===== config.mk =====
export PLATFORM = sky130hd
export DESIGN_NAME = pulse_period_meter
export DESIGN_NICKNAME = d
export VERILOG_FILES = /design/src/rtl/pulse_meter_pkg.sv /design/src/rtl/rising_edge_detector.sv /design/src/rtl/pulse_period_meter.sv
export SDC_FILE = /design/constraint.sdc
export NUM_CORES = 1
export LEC_CHECK = 0
export BUFFER_PORTS_ARGS = -buffer_cell sky130_fd_sc_hd__buf_4
export CAP_MARGIN = 20
export CORE_MARGIN = 8
export CORE_UTILIZATION = 50
export CTS_BUF_LIST = sky130_fd_sc_hd__clkbuf_2 sky130_fd_sc_hd__clkbuf_4 sky130_fd_sc_hd__clkbuf_8
export DETAILED_ROUTE_END_ITERATION = 6
export PLACE_DENSITY = 0.7
export RECOVER_POWER = 50
export SKIP_LAST_GASP = 1
export SLEW_MARGIN = 30
export SYNTH_ARGS = -nofsm -noshare
export SYNTH_HDL_FRONTEND = slang
export SYNTH_SLANG_ARGS = --single-unit

===== constraint.sdc =====
create_clock -name clk -period 4.74 [get_ports clk]
set_input_delay 1.422 -clock clk [delete_from_list [all_inputs] [get_ports clk]]
set_output_delay 1.422 -clock clk [all_outputs]
set_load 0.05 [all_outputs]

===== src/rtl/pulse_meter_pkg.sv =====
// Pulse period meter shared types.
// FSM states and match-counter width.
package pulse_meter_pkg;

  typedef enum logic [1:0] {
    IDLE,
    ARMED,
    MEASURING
  } state_t;

  localparam int MATCH_W = 4;

endpackage


===== src/rtl/rising_edge_detector.sv =====
// Rising-edge detector for a clk-synchronous input.
// out is high when in is high and was low last cycle.
module rising_edge_detector (
  input  logic clk,
  input  logic rst,
  input  logic in,
  output logic out
);

  logic in_q;

  // Previous-cycle sample of in, kept running regardless of enable.
  always_ff @(posedge clk) begin
    if (rst) in_q <= 1'b0;
    else     in_q <= in;
  end

  assign out = in & ~in_q;

endmodule


===== src/rtl/pulse_period_meter.sv =====
// Measures spacing between rising edges of in.
// Reports period, lock status and timeout.
import pulse_meter_pkg::*;

module pulse_period_meter #(
  parameter int N          = 8,
  parameter int LOCK_COUNT = 4
) (
  input  logic         clk,
  input  logic         rst,
  input  logic         ena,
  input  logic         in,
  output logic [N-1:0] period,
  output logic         valid,
  output logic         locked,
  output logic         timeout
);

  localparam logic [N-1:0] CNT_MAX = '1;
  localparam logic [N-1:0] CNT_ONE = N'(1);
  localparam logic [MATCH_W-1:0] LOCK_M =
    MATCH_W'(LOCK_COUNT);
  localparam logic [MATCH_W-1:0] M_ONE =
    MATCH_W'(1);

  state_t state_q, state_d;
  logic [N-1:0] cnt_q, cnt_d;
  logic [N-1:0] period_q, period_d;
  logic [MATCH_W-1:0] match_q, match_d;
  logic valid_q, valid_d;
  logic timeout_q, timeout_d;
  logic ev;

  rising_edge_detector u_edge (
    .clk (clk),
    .rst (rst),
    .in  (in),
    .out (ev)
  );

  // State register.
  always_ff @(posedge clk) begin
    if (rst) state_q <= IDLE;
    else     state_q <= state_d;
  end

  // Next state, counter and registered-output values.
  always_comb begin
    state_d   = state_q;
    cnt_d     = cnt_q;
    period_d  = period_q;
    match_d   = match_q;
    valid_d   = 1'b0;
    timeout_d = 1'b0;
    if (!ena) begin
      state_d = IDLE;
      cnt_d   = '0;
      match_d = '0;
    end else begin
      unique case (state_q)
        IDLE: begin
          state_d = ARMED;
          cnt_d   = '0;
        end
        ARMED: begin
          if (ev) begin
            state_d = MEASURING;
            cnt_d   = CNT_ONE;
          end
        end
        MEASURING: begin
          if (ev) begin
            period_d = cnt_q;
            valid_d  = 1'b1;
            cnt_d    = CNT_ONE;
            if (cnt_q != period_q)
              match_d = M_ONE;
            else if (match_q < LOCK_M)
              match_d = match_q + M_ONE;
            else
              match_d = LOCK_M;
          end else if (cnt_q == CNT_MAX) begin
            timeout_d = 1'b1;
            state_d   = ARMED;
            cnt_d     = '0;
            match_d   = '0;
          end else begin
            cnt_d = cnt_q + CNT_ONE;
          end
        end
        default: begin
          state_d = IDLE;
          cnt_d   = '0;
        end
      endcase
    end
  end

  // Datapath and strobe registers.
  always_ff @(posedge clk) begin
    if (rst) begin
      cnt_q     <= '0;
      period_q  <= '0;
      match_q   <= '0;
      valid_q   <= 1'b0;
      timeout_q <= 1'b0;
    end else begin
      cnt_q     <= cnt_d;
      period_q  <= period_d;
      match_q   <= match_d;
      valid_q   <= valid_d;
      timeout_q <= timeout_d;
    end
  end

  assign period  = period_q;
  assign valid   = valid_q;
  assign timeout = timeout_q;
  assign locked  = (match_q == LOCK_M);

endmodule


Word-level counts from Yosys, hierarchy flattened:

Index checks and enable logic that the tools add are counted.

* add/sub/neg operators: 2
* multipliers: 0
* div/mod/pow operators: 0
* order comparisons: 1
* equal/unequal tests: 8
* shift-type cells: 0
* multiplexer cells: 14
* bitwise logic cells: 4
* reduce and logical (&&, ||, !) cells: 8

Operators by type and width (count)
* 8-bit 2-to-1 mux: 3
* 4-bit 2-to-1 mux: 4
* 8-bit one-hot mux with 2 select lines: 1
* 8-bit by 1-bit adder with 8-bit output, second input constant: 1
* 8-bit == test, second input constant: 1
* 8-bit inequality test: 1
* 2-bit 2-to-1 mux: 3
* 2-bit inequality test, second input constant: 3
* 2-bit one-hot mux with 3 select lines: 1
* 3-bit AND reduction: 2
* 4-bit by 1-bit adder with 4-bit output, second input constant: 1
* 4-bit by 3-bit == test with 1-bit output, second input constant: 1
* 4-bit by 3-bit < comparator with 1-bit output, second input constant: 1
* 4-bit OR reduction: 1
* 1-bit NOT: 3
* 3-bit OR reduction: 1
* 2-bit by 1-bit == test with 1-bit output, second input constant: 1
* 2-bit == test, second input constant: 1
* 2-bit logical NOT: 1
* 1-bit 2-to-1 mux: 2
* 2-bit AND reduction: 1
* 2-bit nonzero test: 1
* 2-bit OR reduction: 1
* 1-bit bitwise AND: 1

* flip-flop bits (word level): 25
* bits in latches: 0
* RAM bits: 0
* bits in read-only memories: 0
* input bits: 4
* output and inout bits: 11
* logic and storage cells: 44
* memories: 0

Longest topological paths before layout:

Gate-level depths: netlist of run 1.

* depth after elaboration: 4
* depth in mapped cells: 7

Modules after synthesis:

A second synthesis of run 1 with hierarchy kept.

* cells, all modules: 160
* area total of the unflattened synthesis: 1346.3 um2

Modules (own cells, without submodules)
* pulse_period_meter: times used 1, cells an instance 157, area each 1298.7 um2, seq. area each 480.5 um2
* rising_edge_detector: times used 1, cells an instance 3, area each 47.5 um2, seq. area each 20.0 um2

Least setup slack after synthesis of run 1:

OpenSTA, ideal clock, no wires.

* path type: reg-to-output
* start point: register match_q[0]
* end point: output port locked
* arrival: 1.193 ns
* data required time: 3.318 ns
* path slack: 2.125 ns
* stages on the path, launching flop included: 5
* cells stage by stage: dfxtp_1 -> inv_1 -> ha_1 -> nand2_1 -> nor2_1

* cells in the longest elaborated chain, start to end: 1

RTL lines
* from (decl): RTL line pulse_period_meter.sv:29 `logic [MATCH_W-1:0] match_q, match_d;`
* from (signal assigned): RTL line pulse_period_meter.sv:110 `match_q <= match_d;`
* 4-bit by 3-bit == test with 1-bit output: RTL line pulse_period_meter.sv:119 `assign locked = (match_q == LOCK_M);`
* to (decl): RTL line pulse_period_meter.sv:15 `output logic locked,`

No other way between the ends.

Worst setup path after layout of run 1:

Ends and elaborated chain as after synthesis.

==> results.cfg, run 1 <==
[sta]
worst_slew_pin_slew_ps = 528
final-hold-violation-count = 0
fin_skew_ps = 8.68
fmax_mhz = 375
setup_viol = 0
tns_ps = 0
slew_viol_final = 0
max_slew_margin_pct = 64.6
timing.final.crit_share_pct = 56.3
rsz0062_at_grt = false
fin_crit_ps = 2670

[power]
power_leakage_uw = 0.000549
combPwrFrac_pct = 6.5
p_seq_share_pct = 63.4
power.switching_uw = 77.9
switching_share_pct = 23.2
p_int_uw = 258
p_clk_share_pct = 30.1
power_density_nw_per_um2 = 231
vdd_drop_max_mv = 0.193

[worst_setup_path]
reg2regPathDepth = 6
end_kind = output port
crit_end = locked
critPathLaunchType = register
r2r_end = match_q[2]$_SDFFE_PP0P_
regToRegStartpoint = state_q[0]$_SDFFE_PP0P_
cp_max_fo = 3
arrival_ps = 1240
critPathKind = reg2out
crit_start = match_q[0]$_SDFFE_PP0P_
crit_chain = inv_1, ha_1, nand2_1, nor2_1, buf_4
rrSetupSlack_ps = 2670
cp_slowest_stage_delay_ps = 380
cpMaxStageDelayCell = dfxtp_1
worst_ep_required_time_ps = 3320

[grt]
grt_overflow_total = 0
grt_pass1_wl_mm = 4.76
grt_max_degree = 14
grt_pass1_vias = 1081
track_usage_pct = 13.1
antenna_found_initial = 0

[floorplanning]
start_util_pct = 50.7
die_x_um = 68.0
die_h_um = 68.0
io_pins = 15
rows = 19
core_area_um2 = 2660
die_area_um2 = 4620

[clock_tree]
clock_tree.buffer_depth = 2
post_cts_buffers = 0
cts_resized = 0
hold_buffers = 0
cts_buffers = 3
clk_latency_ps = 320
path_clk_slew_ps = 140
cts_tree = done
clock_sinks = 25
cts_root_buf = clkbuf_4
htreeDepth = 1

[synthesis]
synthesis.nets = 168
yosys.area.top_type = dfxtp_1
synth_seq_cells = 25
syn_area_um2 = 1350
postSynthCellCount = 157
synth_edf_count = 0
synth_top_area_share_pct = 37.1
ys_seq_area_share_pct = 37.1
yosys_warnings = 0
synth_area_leaders = dfxtp_1, nand2_1, ha_1, xnor2_1, a21oi_1
synthFlopType = dfxtp_1
avgSynthCellArea_um2 = 8.60
synth.distinct_cells = 44
async_flop_share_pct = 0

[placement]
gp_congestion = 0.808
numPortBuffers = 14
post-place-cells = 195
dp_hpwl_mm = 2.09

[routing]
drc = 0
vias = 1121
ant_nets = 0
drtIter0Drc = 66
avgViaCountPerCell = 5.63
totalWireLength_mm = 2.79
dr.pass1.iters = 4
routedWlPerCell_um = 14.0

[finish]
area.growth.synth_to_final_pct = 7.60
finalNetCount = 180
stdcell_count = 199
num_antenna_cells = 0
drive_above_1_share_pct = 14.3

[outcome]
outcome = completed

[run]
maxCapViolCount = 0

[hold_path]
hold_class = reg2reg
==> state kept, by name (all words and copies together) (netlist names) <==
| name | flops |
|---|---|
| valid | 1 |
| cnt_q | 8 |
| state_q | 2 |
| timeout | 1 |
| period | 8 |
| match_q | 4 |
| u_edge.in_q | 1 |
==> synthesized netlist by cell type (2+ instances only) <==
cell      count
dfxtp_1      25
nand2_1      24
a21oi_1      15
xnor2_1       9
nor2_1        8
ha_1          7
inv_1         7
nand3_1       5
nor2b_1       4
o21ai_0       4
a211oi_1      3
a31oi_1       3
buf_4         3
nor3_1        3
and2_1        2
and3_1        2
and3_2        2
and4_1        2
buf_6         2
clkbuf_1      2
nand4_1       2
==> kinds of logic after synthesis <==
family,Yosys count,synth area share [%]
xor gates and xnor gates,9,5.84
adders and majority gates,7,6.49
buffers and inverters,14,5.84
AOI/OAI and AO/OA,35,17.2
and+or+nand+nor,67,27.5
DFF,25,37.1
==> worst min-delay path by stage <==
stage | startpoint | end | slack [ps] | cells past startpoint
final | period[5]$_SDFFE_PP0P_ | period[5]$_SDFFE_PP0P_ | 490 | 2
after global routing | period[7]$_SDFFE_PP0P_ | period[7]$_SDFFE_PP0P_ | 520 | 2
after global placement | period[7]$_SDFFE_PP0P_ | period[7]$_SDFFE_PP0P_ | 470 | 2
after detailed placement | period[5]$_SDFFE_PP0P_ | period[5]$_SDFFE_PP0P_ | 480 | 2
after CTS | period[5]$_SDFFE_PP0P_ | period[5]$_SDFFE_PP0P_ | 500 | 2
after floorplan | match_q[0]$_SDFFE_PP0P_ | match_q[0]$_SDFFE_PP0P_ | 450 | 2
==> stage by stage <==
stage	hold WS (ps)	worst slack, ps	total power, uW	cell area [um^2]	utilization, %
6_report	493	2070	336	1450	54.6
5_1_grt	519	1950	352	1450	54.6
4_1_cts	497	2040	344	1470	55.3
3_5_place_dp	478	2030	241	1440	54.1
3_3_place_gp	474	2100	240	1440	54.1
2_1_floorplan	453	2130	234	1350	-
==> per-layer routing <==
layer / vias to the layer above / GRT usage, % / wire length [um]
met5: - / 0 / 0
met4: 0 / 4.09 / 19
met3: 2 / 4.26 / 126
met2: 15 / 21.1 / 1280
met1: 531 / 16.2 / 1360
li1: 573 / - / -
==> layout make-up <==
type	count	area [um^2]
timing repair buffer	14	101
tap	31	38.8
fill	263	1210
inverter	7	26.3
multi-input combinational	118	756
sequential	25	500
clock buffer	4	30.0
==> critical path: cells and delay by family (launching register included) <==
kind | cells | cell delay (ps)
buf+inv | 2 | 250
simple gates | 2 | 100
fa+ha+maj | 1 | 200
flops | 1 | 380
==> layout by cell type (no fill, tap or decap), types with 2 or more instances in the layout <==
master    instances
a211oi_1          3
a21oi_1          15
a31oi_1           3
and2_1            2
and3_1            2
and3_2            2
and4_1            2
buf_4            13
clkbuf_4          4
dfxtp_1          25
ha_1              7
inv_1             7
nand2_1          24
nand3_1           5
nand4_1           2
nand4b_1          2
nor2_1            8
nor2b_1           4
nor3_1            3
o21ai_0           4
xnor2_1           9
==> power by group through the flow <==
stage	Sequential, uW	Clock (uW)	Combinational, uW
finish	213	101	22.0
global route	213	115	24.3
CTS	213	108	23.6
floorplan	217	0	16.9
detailed placement	217	0	23.5
global placement	217	0	22.9
Note: power is estimated with default switching activity, not from simulation.
==> run 2, diff against run 1 <==
--- a/config.mk
+++ b/config.mk
@@ -5,13 +5,14 @@
 export SDC_FILE = /design/constraint.sdc
 export NUM_CORES = 1
 export LEC_CHECK = 0
+export ABC_AREA = 1
 export BUFFER_PORTS_ARGS = -buffer_cell sky130_fd_sc_hd__buf_4
 export CAP_MARGIN = 20
 export CORE_MARGIN = 8
 export CORE_UTILIZATION = 50
 export CTS_BUF_LIST = sky130_fd_sc_hd__clkbuf_2 sky130_fd_sc_hd__clkbuf_4 sky130_fd_sc_hd__clkbuf_8
 export DETAILED_ROUTE_END_ITERATION = 6
-export PLACE_DENSITY = 0.7
+export PLACE_DENSITY = 0.72
 export RECOVER_POWER = 50
 export SKIP_LAST_GASP = 1
 export SLEW_MARGIN = 30
==> constraint.sdc (replaced) <==
create_clock -name clk -period 2.2 [get_ports clk]
set_input_delay 0.66 -clock clk [delete_from_list [all_inputs] [get_ports clk]]
set_output_delay 0.66 -clock clk [all_outputs]
set_load 0.05 [all_outputs]
==> run 2 against run 1 <==
Global-route usage is 0.077 points lower. Via count grew 7.4%. Sequential cell count stayed put. Synthesized area grew 2.4%. Critical endpoint is now state_q[0]$_SDFFE_PP0P_. Die area up 1.8%. Clock skew grew 5.3 ps. First-iteration DRC count up 9.1%. Wire length grew 1.3%. Total power is 130% higher. Setup slack got worse by 1900 ps. Critical path depth rose by 3. Count of clock-buffer cells in the layout unchanged.
==> results.cfg, run 2 <==
[synthesis]
synth_edf_count = 0
syn_area_um2 = 1380
yosys.area.top_type = dfxtp_1
postSynthCellCount = 191
synthesis.nets = 202
yosys_warnings = 0
synthFlopType = dfxtp_1
synth_area_leaders = dfxtp_1, nand2_1, ha_1, a21oi_1, inv_1
ys_seq_area_share_pct = 36.2
synthMostInstantiatedCell = nand2_1
synth_top_area_share_pct = 36.2
avgSynthCellArea_um2 = 7.24
synth_seq_cells = 25
async_flop_share_pct = 0
synth.distinct_cells = 28
synth_commonest_cells = nand2_1, dfxtp_1, inv_1, nor2_1, a21oi_1

[finish]
postLayoutCoreUtil_pct = 55.6
fillerInstances = 283
num_antenna_cells = 0
layout_common_cells = nand2_1, dfxtp_1, nor2_1
layout_commonest_cell = nand2_1
drive_above_1_share_pct = 14.0
area.growth.synth_to_final_pct = 7.96
finalNetCount = 219

[sta]
setup_viol = 0
fmax_mhz = 496
rsz0062_at_grt = false
tns_ps = 0
fin_skew_ps = 14.0
timing.final.crit_share_pct = 91.6
max_slew_margin_pct = 60.0
worst_slew_pin_slew_ps = 603
final-hold-violation-count = 0
fin_crit_ps = 2020
slew_viol_final = 0

[clock_tree]
cts_buffers = 3
clock_sinks = 25
clock_tree.buffer_depth = 2
hold_buffers = 0
post_cts_buffers = 0
cts_resized = 0
clk_latency_ps = 310
path_clk_slew_ps = 130
htreeDepth = 1
cts_tree = done
cts_root_buf = clkbuf_4

[hold_path]
hold_class = reg2reg
holdPathStages = 2

[floorplanning]
start_util_pct = 51.5
die_area_um2 = 4700
die_x_um = 68.6
rows = 19
core_area_um2 = 2690
die_h_um = 68.6
io_pins = 15

[outcome]
outcome = completed

[worst_setup_path]
critPathKind = reg2reg
cp_max_fo = 6
end_kind = register
arrival_ps = 2220
worst_ep_required_time_ps = 2410
crit_chain = ha_1, nand2_2, nor2_1, nand2_2, o21ai_0, nand3_1, nand2_1, nor2_1
cpMaxStageDelayCell = dfxtp_1
reg2regPathDepth = 8
critPathLaunchType = register
cp_slowest_stage_delay_ps = 490

[routing]
drc = 0
routedWlPerCell_um = 11.9
vias = 1204
avgViaCountPerCell = 5.06
totalWireLength_mm = 2.82
ant_nets = 0
drtIter0Drc = 72
dr.pass1.iters = 4

[grt]
grt_max_degree = 14
antenna_found_initial = 0
track_usage_pct = 13.0
grt_pass1_vias = 1121
grt_pass1_wl_mm = 4.81
grt_overflow_total = 0

[power]
power_leakage_uw = 0.000652
vdd_drop_max_mv = 0.302
power_uw = 760
power_density_nw_per_um2 = 509

[run]
maxCapViolCount = 0

[placement]
numPortBuffers = 14
dp_hpwl_mm = 2.20
gp_congestion = 0.813
[run 2: cell count changes after synthesis, moves of 3 or more]
cell      before  now
nand2_2        0    5
nor2_1         8   21
nor3_2         0    3
buf_4          3    0
nor2b_1        4    0
nand2_1       24   47
inv_1          7   21
o21ai_0        4   11
nand3_1        5    9
xnor2_1        9    6
a31oi_1        3    0
a211oi_1       3    0
[run 2: final timing paths]
| kind | start | end | slack [ps] |
|---|---|---|---|
| worst max-delay path | cnt_q[0]$_SDFFE_PP0P_ | state_q[0]$_SDFFE_PP0P_ | 180 |
| worst min-delay path | match_q[3]$_SDFFE_PP0P_ | match_q[3]$_SDFFE_PP0P_ | 480 |
| worst max register to register | cnt_q[0]$_SDFFE_PP0P_ | state_q[0]$_SDFFE_PP0P_ | 180 |
| worst min register to register | match_q[3]$_SDFFE_PP0P_ | match_q[3]$_SDFFE_PP0P_ | 480 |
[run 2: critical path, delay by kind of cell, from the launching register on]
family	cells	cell delay, ps
compound gates	1	440
fa+ha+maj	1	250
simple gates	6	750
flops	1	490
[run 2: logic make-up (layout without fill, tap and decap cells)]
group	Yosys count	count (layout)	synth area share, %
fa+ha+maj	7	7	6.33
flops	25	25	36.2
xor+xnor	6	6	3.80
buf+inv	26	42	8.14
compound gates	32	32	13.0
simple gates	95	95	32.5
[run 2: where the power goes]
group / switching (uW) / internal [uW] / leakage (uW) / total (uW)
Clock: 132 / 82.9 / 0.0000184 / 215
Sequential: 5.09 / 458 / 0.000202 / 463
Combinational: 53.7 / 27.3 / 0.000432 / 81.0
[run 2: cell type report]
class	count	area (um^2)	area share [%]
sequential	25	500	33.5
timing repair buffer	14	93.8	6.29
inverter	24	96.3	6.45
tap	31	38.8	2.60
clock buffer	4	30.0	2.01
multi-input combinational	140	733	49.1
[run 2: per-layer routing]
layer | up-vias | track usage [%] | share of wire [%]
li1 | 641 | - | -
met1 | 543 | 16.7 | 50
met2 | 16 | 21.5 | 44
met3 | 4 | 2.58 | 4.4
met4 | 0 | 3.84 | 1.2
met5 | - | 0 | 0
[run 2: through the flow]
step / cells / setup WS [ps] / hold slack, ps / cell area [um^2]
2_1_floorplan: 191 / 359 / 433 / 1380
3_3_place_gp: 234 / 505 / 458 / 1510
3_5_place_dp: 234 / 471 / 461 / 1510
4_1_cts: 238 / 296 / 480 / 1540
5_1_grt: 238 / 94.1 / 486 / 1490
6_report: 238 / 184 / 482 / 1490
